[src/rtl/cache_fill_ctrl.sv]
// cache_fill_ctrl: on a miss, fills one 8-word block of the data array
// from pipelined main memory and writes the tag when the block is full.
module cache_fill_ctrl #(
   parameter int NUM_WORDS  = 8,
   parameter int NUM_BLOCKS = 128
) (
   input  logic                  clk,
   input  logic                  rst,
   input  logic                  miss_detected,
   input  logic [15:0]           miss_address,
   input  logic                  mem_data_valid,
   input  logic [15:0]           mem_data_in,
   output logic                  fsm_busy,
   output logic                  mem_read,
   output logic [15:0]           mem_address,
   output logic                  data_write,
   output logic [NUM_BLOCKS-1:0] block_enable,
   output logic [NUM_WORDS-1:0]  word_enable,
   output logic [15:0]           data_out,
   output logic                  tag_write,
   output logic [4:0]            tag_out,
   output logic                  fill_done
);

   typedef enum logic {
      IDLE,
      FILL
   } state_t;

   state_t      state_q, state_d;
   logic [11:0] base_q, base_d;
   logic [3:0]  iss_cnt, iss_d;
   logic [2:0]  rcv_cnt, rcv_d;
   logic        rcv_done, done_d;

   logic filling;
   logic issue;
   logic accept;
   logic last;

   assign filling = (state_q == FILL);
   assign issue   = filling && !iss_cnt[3];
   // Only words already requested can be returned; anything else is noise.
   assign accept  = filling && mem_data_valid &&
                    ({rcv_done, rcv_cnt} < iss_cnt);
   assign last    = accept && (rcv_cnt == 3'd7);

   assign fsm_busy     = filling;
   assign mem_read     = issue;
   assign mem_address  = issue ? {base_q, iss_cnt[2:0], 1'b0} : 16'h0000;
   assign data_write   = accept;
   assign word_enable  = accept ? (NUM_WORDS'(1) << rcv_cnt) : '0;
   assign block_enable = accept ? (NUM_BLOCKS'(1) << base_q[6:0]) : '0;
   assign data_out     = accept ? mem_data_in : 16'h0000;
   assign tag_write    = last;
   assign fill_done    = last;
   assign tag_out      = base_q[11:7];

   // Next-state: latch the block on a miss, then run issue and receive
   // counters independently until the eighth word has been accepted.
   always_comb begin
      state_d = state_q;
      base_d  = base_q;
      iss_d   = iss_cnt;
      rcv_d   = rcv_cnt;
      done_d  = rcv_done;
      unique case (state_q)
         IDLE: begin
            if (miss_detected) begin
               state_d = FILL;
               base_d  = miss_address[15:4];
               iss_d   = 4'd0;
               rcv_d   = 3'd0;
               done_d  = 1'b0;
            end
         end
         FILL: begin
            if (issue) begin
               iss_d = iss_cnt + 4'd1;
            end
            if (accept) begin
               rcv_d = rcv_cnt + 3'd1;
               if (last) begin
                  done_d  = 1'b1;
                  state_d = IDLE;
               end
            end
         end
         default: state_d = IDLE;
      endcase
   end

   // State and counter registers; reset abandons any fill in progress.
   always_ff @(posedge clk or negedge rst) begin
      if (!rst) begin
         state_q  <= IDLE;
         base_q   <= 12'h000;
         iss_cnt  <= 4'd0;
         rcv_cnt  <= 3'd0;
         rcv_done <= 1'b0;
      end else begin
         state_q  <= state_d;
         base_q   <= base_d;
         iss_cnt  <= iss_d;
         rcv_cnt  <= rcv_d;
         rcv_done <= done_d;
      end
   end

endmodule

[config.mk]
export PLATFORM = sky130hd
export DESIGN_NAME = cache_fill_ctrl
export DESIGN_NICKNAME = d
export VERILOG_FILES = /design/src/rtl/cache_fill_ctrl.sv
export SDC_FILE = /design/constraint.sdc
export NUM_CORES = 1
export LEC_CHECK = 0
export ABC_AREA = 1
export CORE_MARGIN = 2
export CORE_UTILIZATION = 33
export CTS_BUF_LIST = sky130_fd_sc_hd__clkbuf_8 sky130_fd_sc_hd__clkbuf_16
export DETAILED_ROUTE_END_ITERATION = 12
export PLACE_DENSITY_LB_ADDON = 0.05
export SYNTH_ARGS = -nofsm -noshare
export SYNTH_HDL_FRONTEND = slang
export SYNTH_SLANG_ARGS = --single-unit
[constraint.sdc]
create_clock -name clk -period 2.5 [get_ports clk]
set_input_delay 0.75 -clock clk [delete_from_list [all_inputs] [get_ports clk]]
set_output_delay 0.75 -clock clk [all_outputs]
set_load 0.005 [all_outputs]
* Yosys cells after proc, flatten, opt, wreduce, memory -nomap -nowiden
Index checks and enable logic that the tools add are counted.
** Storage, ports and cells
- Register bits after elaboration :: 21
- Output and inout bits :: 178
- Logic and storage cells :: 43
** Cells by class
- Add/subtract/negate cells :: 2
- $lt $le $gt $ge :: 1
- Equal/unequal tests :: 5
- Shifts and indexed selects :: 2
- Muxes and demuxes :: 18
- Bitwise logic cells :: 1
- Reduce and logical (&&, ||, !) cells :: 9
** Operator list (number)
- 128-bit two-way mux :: 1
- 1-bit by 7-bit left shift with 128-bit output (first input constant) :: 1
- 16-bit two-way mux :: 2
- 4-bit two-way mux :: 2
- 8-bit two-way mux :: 1
- 4-bit one-hot mux with 2 select lines :: 1
- 1-bit by 3-bit left shift with 8-bit output (first input constant) :: 1
- 1-bit two-way mux :: 6
- 3-bit two-way mux :: 2
- 3-bit one-hot mux with 2 select lines :: 1
- 2-bit AND reduction :: 3
- 4-bit by 1-bit adder with 4-bit output (second input constant) :: 1
- 1-bit logical AND :: 4
- 4-bit less-than comparator :: 1
- 2-bit by 1-bit != test with 1-bit output (second input constant) :: 2
- 2-bit != test (second input constant) :: 2
- 1-bit one-hot mux with 2 select lines :: 2
- 3-bit by 1-bit adder with 3-bit output (second input constant) :: 1
- 3-bit equality test (second input constant) :: 1
- 3-bit AND reduction :: 1
- 1-bit logical NOT :: 1
- 1-bit inverter :: 1

* Logic depth before layout (Yosys ltp)
Gate-level depths: netlist of run 1.
- Depth after elaboration :: 6
- Mapped depth :: 10
- Gate-level depth less buffers :: 9

* Worst setup path after synthesis of run 1
No wires, ideal clock.
- Path type :: input to output
- Start point :: in mem_data_valid
- End point :: out block_enable[10]
- Data arrival time :: 1591 ps
- Required time :: 1750 ps
- Setup slack :: 159 ps
- Cell stages on the path :: 7
- Path through :: nand2_1 > nor3b_2 > nand2_4 > clkinv_4 > nand2_4 > buf_6 > nor2_1
** Between the ends
- Longest elaborated chain between the ends :: 3
** RTL lines
- start, declared :: RTL line 11 : input logic mem_data_valid,
- 1-bit logical AND (2 in series) :: RTL line 44 : assign accept = filling && mem_data_valid &&
- named net data_write :: RTL line 16 : output logic data_write,
- 128-bit two-way mux :: RTL line 53 : assign block_enable = accept ? (NUM_BLOCKS'(1) << base_q[6:0]) : '0;
- end, declared :: RTL line 17 : output logic [NUM_BLOCKS-1:0] block_enable,
The timed path passes the listed nets, and every way through them passes these cells.

* Worst setup path after layout of run 1
- Start point :: reg iss_cnt[3]
- End point :: out block_enable[14]
** Between the ends
- Longest elaborated chain between the ends :: 3
** RTL lines
- start, declared :: RTL line 32 : logic [3:0] iss_cnt, iss_d;
- start signal, assigned :: RTL line 104 : iss_cnt <= iss_d;
- 4-bit less-than comparator :: RTL line 45 : ({rcv_done, rcv_cnt} < iss_cnt);
- 1-bit logical AND :: RTL line 44
- 128-bit two-way mux :: RTL line 53
Every way passes these cells.

==> reports/summary.txt, run 1 <==
full die area = 8340 µm²
critical path cell sequence = inv_2 -> ha_4 -> nand2_2 -> nor3b_4 -> nand2_4 -> inv_8 -> nand2_8 -> buf_8 -> buf_12 -> buf_12 -> nor2_4 -> buf_2
Worst R2R Path Depth = 10
initial cell density of the core = 34.3%
routing usage on met2 = 51.7%
via count of the first global-routing pass = 3842
area of the core = 7330 µm²
global-route congestion overflow total = 0
mean routed wirelength per cell = 16.9 µm
Required @ worst endpoint = 1750 ps
cell area after technology mapping = 2510 µm²
CP top delay family = buffers and inverters
net count of the mapped netlist = 483
cell type contributing the most total cell area after synthesis = sky130_fd_sc_hd__nor2_1
WL final = 13.3 mm
startpoint type of the worst setup path = flop
Compound-Gate Fraction of Synth Area = 3.78%
unrepaired setup endpoints after global routing = true
Syn. warnings = 0
CP max stage delay = 400 ps
ranking of synthesized cells by area = sky130_fd_sc_hd__nor2_1 (26%), sky130_fd_sc_hd__dfrtp_1 (21%), sky130_fd_sc_hd__nand4_1 (9.0%)
pin count of the biggest net entering global routing = 33
weighted congestion reported at the end of routability-driven placement = 0.799
die width = 91.3 µm
Netlist cell types = 22
synthesis-stage register bit count = 21
H-Tree Depth = 1
final worst path period need = 2930 ps
Worst setup endpoint = block_enable[14]
reg-to-reg critical path startpoint = iss_cnt[3]
area share of the largest cell type after synthesis = 26.1%
Worst Clk Skew = 3.44 ps
die outline height = 91.3 µm
nature of the critical path endpoint = output pin
worst skew pair latency = 260 ps
DRC errors left = 0
number of antenna violations at the first check in global routing = 0
Cell Count Post-Placement = 743
overall track demand over capacity in global routing = 29.6%
sinks on the clock net = 21
largest buffer count on any clock path = 2
P per Cell Area = 1040 nW/µm²
worst endpoint data arrival time = 2180 ps
crit path max fanout = 6
Top-Level Pins = 214
instance area at placement = 4830 µm²
final number of hold-violating endpoints = 0
Post-DRT Antenna Nets = 0
routed via count = 4047
Worst Slack Setup Final = -425 ps
Period Utilization, post-route = 117%
outcome = finished, violations left
placed wire-length estimate = 8.04 mm
f_max = 342 MHz
cell repeated most along the worst path = sky130_fd_sc_hd__buf_12
number of buffers inserted during clock tree synthesis = 3
instance count of the mapped netlist = 437
Worst VDD drop = 0.556 mV
number of nets in the layout = 735
failing checks = setup timing
max-cap viol count = 0
iteration-0 DRC count of the detailed router = 234
ANT cells = 0
final sum of negative setup slack = -43470 ps
Mapped Avg Cell Area = 5.75 µm²
Critical Setup Path Class = flop to output pin
async set-or-reset flop fraction in the synthesized netlist = 100%
wire length of the first global-routing pass = 20.2 mm
leading cell type by number of instances after synthesis = sky130_fd_sc_hd__nor2_1
most instantiated flip-flop cell in the synthesis netlist = sky130_fd_sc_hd__dfrtp_1
launch point of the worst path = iss_cnt[3]
adder and majority gate portion of the synthesized area = 4.98%
share of the synthesized netlist area taken by xor and xnor gates = 0%
sequential-to-total area share from yosys stat = 20.9%
area of combinational cells with multiple inputs = 2310 µm²
clock root buffer = sky130_fd_sc_hd__clkbuf_8
fraction of synthesized area in multiplexers = 0%
dominant combinational cell family by area after synthesis = simple AND/OR/NAND/NOR gates
logic depth of the worst path, buffers included = 12
Register Area = 526 µm²
Area Growth Syn to Fin = 128%
setup slack of the most critical reg-to-reg path = 670 ps
critical-path cell with the highest stage delay = sky130_fd_sc_hd__dfrtp_1
met1 Use GR = 36.6%
final setup vio count = 166
met3 routing resource usage after global routing = 6.06%
count of pins over their slew limit = 0
TritonRoute pass-1 iters = 5
Final Hold Slack = 568 ps
quantity of I/O buffers inserted on ports = 208
routed vias/inst = 5.14
placement row count = 31
clock transition at the register clock pins on the worst setup and hold paths after CTS = 80 ps
synth cell count leaders = sky130_fd_sc_hd__nor2_1 (175), sky130_fd_sc_hd__nand2_1 (47), sky130_fd_sc_hd__inv_1 (41)
post-route standard cell area excluding fillers = 5720 µm²
# fillers = 522
non-filler cells, final = 787
reported leakage power = 2.68 nW
Hold Path Class = flop to flop
share of post-route cells with drive strength above 1 = 56.4%
Post-synth EDFFs = 0
reg-to-reg endpoint = rcv_cnt[1]
post-synthesis simple-gate area fraction = 51.3%
final total power = 0.00597 W
busiest metal layer after global routing = met2
CTS tree = built
WP buf/inv = 6
## placed cells by master, fill, tap and decap left out, types with 7 or more instances in the layout
cell	Yosys	layout
sky130_fd_sc_hd__clkdlybuf4s50_1	0	52
sky130_fd_sc_hd__nor2_1	175	52
sky130_fd_sc_hd__ha_1	10	9
sky130_fd_sc_hd__clkbuf_2	0	12
sky130_fd_sc_hd__nor2_2	0	44
sky130_fd_sc_hd__inv_1	41	39
sky130_fd_sc_hd__buf_4	9	45
sky130_fd_sc_hd__nor2_4	0	79
sky130_fd_sc_hd__nor3_2	4	7
sky130_fd_sc_hd__buf_6	12	21
sky130_fd_sc_hd__dfrtp_1	21	21
sky130_fd_sc_hd__buf_2	4	123
sky130_fd_sc_hd__o21ai_0	16	16
sky130_fd_sc_hd__buf_12	0	19
sky130_fd_sc_hd__buf_16	0	7
sky130_fd_sc_hd__nand3_1	23	22
sky130_fd_sc_hd__inv_2	5	7
sky130_fd_sc_hd__nand4_1	36	36
sky130_fd_sc_hd__nand2_1	47	44
## sequential cells by signal (all words and copies together), names as in the netlist
| name | flops |
|---|---|
| iss_cnt | 4 |
| base_q | 12 |
| fsm_busy | 1 |
| rcv_cnt | 3 |
| rcv_done | 1 |
## worst reg2reg max path, delay by kind of cell, from the launching register on
family	cells	cell delay, ps
buffers and inverters	4	560
AND/OR/NAND/NOR	5	560
flip-flops	1	400
adder cells (fa/ha/maj)	1	200
## per-stage QoR
stage	setup slack [ps]	utilization, %
final	-425	78.1
after global routing	-490	78.1
after CTS	-430	71.4
after detailed placement	-928	65.9
after global placement	-941	65.9
after floorplan	159	-
## worst min path at each step
stage / slack (ps) / cells past startpoint / to / from
final: 570 / 2 / base_q[8] / base_q[8]
after global routing: 600 / 2 / base_q[9] / base_q[9]
after CTS: 500 / 2 / rcv_done / rcv_done
after detailed placement: 480 / 2 / rcv_done / rcv_done
after global placement: 470 / 2 / rcv_done / rcv_done
after floorplan: 450 / 0 / base_q[0] / rst
## metal layers
layer	wire, µm	vias to the layer above
met5	0	-
met1	5190	1890
met3	1100	36
met2	6600	247
met4	374	0
li1	-	1874
## logic make-up (layout without fill, tap and decap cells)
group	after synthesis	after routing
flip-flops	21	21
buffers and inverters	91	342
AO/OA/AOI/OAI	19	19
other	1	1
adder cells (fa/ha/maj)	10	10
AND/OR/NAND/NOR	295	295
## where the power goes
part / internal (W) / switching, W / total [W]
sequential: 0.000506 / 0.000126 / 0.000631
combinational: 0.00236 / 0.00276 / 0.00511
clock: 0.000111 / 0.000115 / 0.000227
total: 0.00297 / 0.00300 / 0.00597
## repair_timing
| action | 4_1_cts | 5_1_grt |
|---|---|---|
| pin swaps | 7 | 6 |
| cloned | 12 | 3 |
| endpoints found under the setup margin | 170 | 170 |
| hold buffers | 0 | 0 |
| resized for setup | 646 | 210 |
| buffers inserted | 18 | 15 |
## cell type report
type	instances	area share (%)
clock inverters	1	0.0875
inverters	48	3.28
flip-flops and latches	21	9.18
repair buffers	290	44.1
well taps	99	2.16
multi-input cells	325	40.4
clock buffers	3	0.721
(Power assumes the default switching activity.)
==> inputs of run 2 (changes only) <==
--- a/config.mk
+++ b/config.mk
@@ -6,11 +6,14 @@
 export NUM_CORES = 1
 export LEC_CHECK = 0
 export ABC_AREA = 1
+export CELL_PAD_IN_SITES_DETAIL_PLACEMENT = 1
+export CELL_PAD_IN_SITES_GLOBAL_PLACEMENT = 2
 export CORE_MARGIN = 2
-export CORE_UTILIZATION = 33
+export CORE_UTILIZATION = 14
 export CTS_BUF_LIST = sky130_fd_sc_hd__clkbuf_8 sky130_fd_sc_hd__clkbuf_16
 export DETAILED_ROUTE_END_ITERATION = 12
 export PLACE_DENSITY_LB_ADDON = 0.05
+export REMOVE_ABC_BUFFERS = 1
 export SYNTH_ARGS = -nofsm -noshare
 export SYNTH_HDL_FRONTEND = slang
 export SYNTH_SLANG_ARGS = --single-unit
==> run 2 against run 1 <==
The flow still finishes with violations (setup timing). Via count shrank 2.9%. Sequential power grew 3%. Die area grew 130%. Final cell count grew 20%. Maximum frequency grew 0.41%. Clock power grew 56%. First-iteration DRC count shrank 38%. Clock skew shrank 0.84 ps. Flip-flop and latch count is the same. Sequential share of layout area shrank 0.65 points. Utilization shrank 43 points. Critical path type is now input port to output pin. Largest cell class unchanged. Largest power group unchanged.
==> reports/summary.txt, run 2 (same netlist as run 1, synthesis figures left out) <==
setup slack of the most critical reg-to-reg path = 940 ps
final number of hold-violating endpoints = 0
final setup vio count = 153
post-route core utilization = 34.6%
routed via count = 3929
fraction of power consumed by sequential logic = 10.1%
weighted congestion reported at the end of routability-driven placement = 0.696
busiest metal layer after global routing = met2
Worst R2R Path Depth = 10
nature of the critical path endpoint = output pin
ANT cells = 0
post-route standard cell area excluding fillers = 6160 µm²
startpoint type of the worst setup path = input port
unrepaired setup endpoints after global routing = true
routing usage on met2 = 24.0%
largest register by flop count = base_q
number of antenna violations at the first check in global routing = 1
die width = 138 µm
reg-to-reg critical path startpoint = iss_cnt[1]
via count of the first global-routing pass = 3876
H-Tree Depth = 1
clock transition at the register clock pins on the worst setup and hold paths after CTS = 60 ps
global-route congestion overflow total = 0
overall track demand over capacity in global routing = 14.3%
Area Growth Syn to Fin = 145%
clock share of power = 5.5%
area of the core = 17800 µm²
die outline height = 138 µm
outcome = finished, violations left
max-cap viol count = 0
met1 Use GR = 19.1%
placement row count = 49
met3 routing resource usage after global routing = 4.33%
Worst VDD drop = 0.411 mV
non-filler cells, final = 944
most frequent cells in the layout = sky130_fd_sc_hd__buf_2 (105), sky130_fd_sc_hd__nor2_1 (65), sky130_fd_sc_hd__nor2_4 (65)
worst endpoint data arrival time = 2160 ps
most frequent standard cell in the layout excluding fill and tap cells = sky130_fd_sc_hd__buf_2
mean routed wirelength per cell = 16.5 µm
f_max = 343 MHz
reg-to-reg endpoint = fsm_busy
portion of total power attributed to combinational logic = 84.3%
Top-Level Pins = 214
Post-DRT Antenna Nets = 0
CTS tree = built
TritonRoute pass-1 iters = 4
switching component of the power = 0.00305 W
initial cell density of the core = 14.1%
share of post-route cells with drive strength above 1 = 53.1%
failing checks = setup timing
iteration-0 DRC count of the detailed router = 146
full die area = 19100 µm²
crit path max fanout = 7
count of pins over their slew limit = 0
DRC errors left = 0
Sw Share = 47.7%
WL final = 15.6 mm
final worst path period need = 2910 ps
clock root buffer = sky130_fd_sc_hd__clkbuf_16
number of nets in the layout = 762
total of hold buffers inserted after clock tree synthesis = 0
Worst Slack Setup Final = -413 ps
wire length of the first global-routing pass = 22.5 mm
Hold Path Class = flop to flop
hold depth = 2
largest buffer count on any clock path = 2
Required @ worst endpoint = 1750 ps
instance area at placement = 5060 µm²
Critical Setup Path Class = input port to output pin
pin count of the biggest net entering global routing = 28
Period Utilization, post-route = 117%
Regs by FF count = base_q (12), iss_cnt (4), rcv_cnt (3)
routed vias/inst = 4.16
number of buffers inserted during clock tree synthesis = 3
placed wire-length estimate = 10.1 mm
quantity of I/O buffers inserted on ports = 208
Cell Count Post-Placement = 880
# fillers = 2199
P per Cell Area = 1040 nW/µm²
HP Start = rcv_done
Internal Dissipation = 0.00334 W
Worst Clk Skew = 2.61 ps
sinks on the clock net = 21
reported leakage power = 3.10 nW
endpoint of the worst hold-timing path = rcv_done
flip-flop count of the largest register, all copies and words added = 12
final sum of negative setup slack = -39840 ps
Final Hold Slack = 539 ps
worst skew pair latency = 260 ps
==> run 2: cell type report <==
| type | count | area (µm²) | share of cell area, % |
|---|---|---|---|
| multi-input combinational | 325 | 2170 | 35.2 |
| timing repair buffer | 317 | 2900 | 47.2 |
| inverter | 48 | 195 | 3.17 |
| clock buffer | 3 | 75.1 | 1.22 |
| sequential | 21 | 526 | 8.53 |
| tap | 229 | 287 | 4.65 |
| clock inverter | 1 | 3.75 | 0.0610 |
==> run 2: through the flow <==
step	total power (W)	setup WS (ps)
floorplan	0.00201	-152
finish	0.00639	-413
detailed placement	0.00411	-898
global placement	0.00408	-880
global route	0.00690	-515
CTS	0.00525	-649
==> run 2: power by group through the flow <==
stage,clock network [W],registers [W],logic [W]
global placement,0,0.000640,0.00344
global route,0.000391,0.000673,0.00584
detailed placement,0,0.000639,0.00347
floorplan,0,0.000756,0.00125
finish,0.000353,0.000647,0.00539
CTS,0.000370,0.000643,0.00423
==> run 2: worst max-delay path, stage by stage <==
cell	delay [ps]
sky130_fd_sc_hd__clkdlybuf4s15_1	180
sky130_fd_sc_hd__nand2_2	70
sky130_fd_sc_hd__nor3b_4	240
sky130_fd_sc_hd__nand2_4	120
sky130_fd_sc_hd__clkinv_8	90
sky130_fd_sc_hd__nand2_8	100
sky130_fd_sc_hd__buf_12	170
sky130_fd_sc_hd__buf_8	130
sky130_fd_sc_hd__buf_12	120
sky130_fd_sc_hd__nor2_4	60
sky130_fd_sc_hd__buf_2	110
==> run 2: per-layer routing <==
layer	vias up	part of all wire, %
li1	1922	-
met5	-	0.083
met2	132	49
met1	1869	44
met4	2	0.22
met3	4	6.4
==> run 2: worst max-delay path by stage <==
stage / to / from / slack, ps / cells past startpoint
floorplan: block_enable[10] / base_q[5] / -150 / 3
global placement: block_enable[70] / mem_data_valid / -880 / 9
detailed placement: block_enable[62] / mem_data_valid / -900 / 9
CTS: block_enable[72] / rcv_done / -650 / 9
global route: block_enable[102] / iss_cnt[3] / -510 / 12
finish: block_enable[102] / mem_data_valid / -410 / 11
==> run 2: repair_timing <==
item,CTS,global route
buffers inserted,20,33
setup endpoints to repair,170,158
pin swaps,6,17
gates resized for setup,365,437
gates cloned,6,8
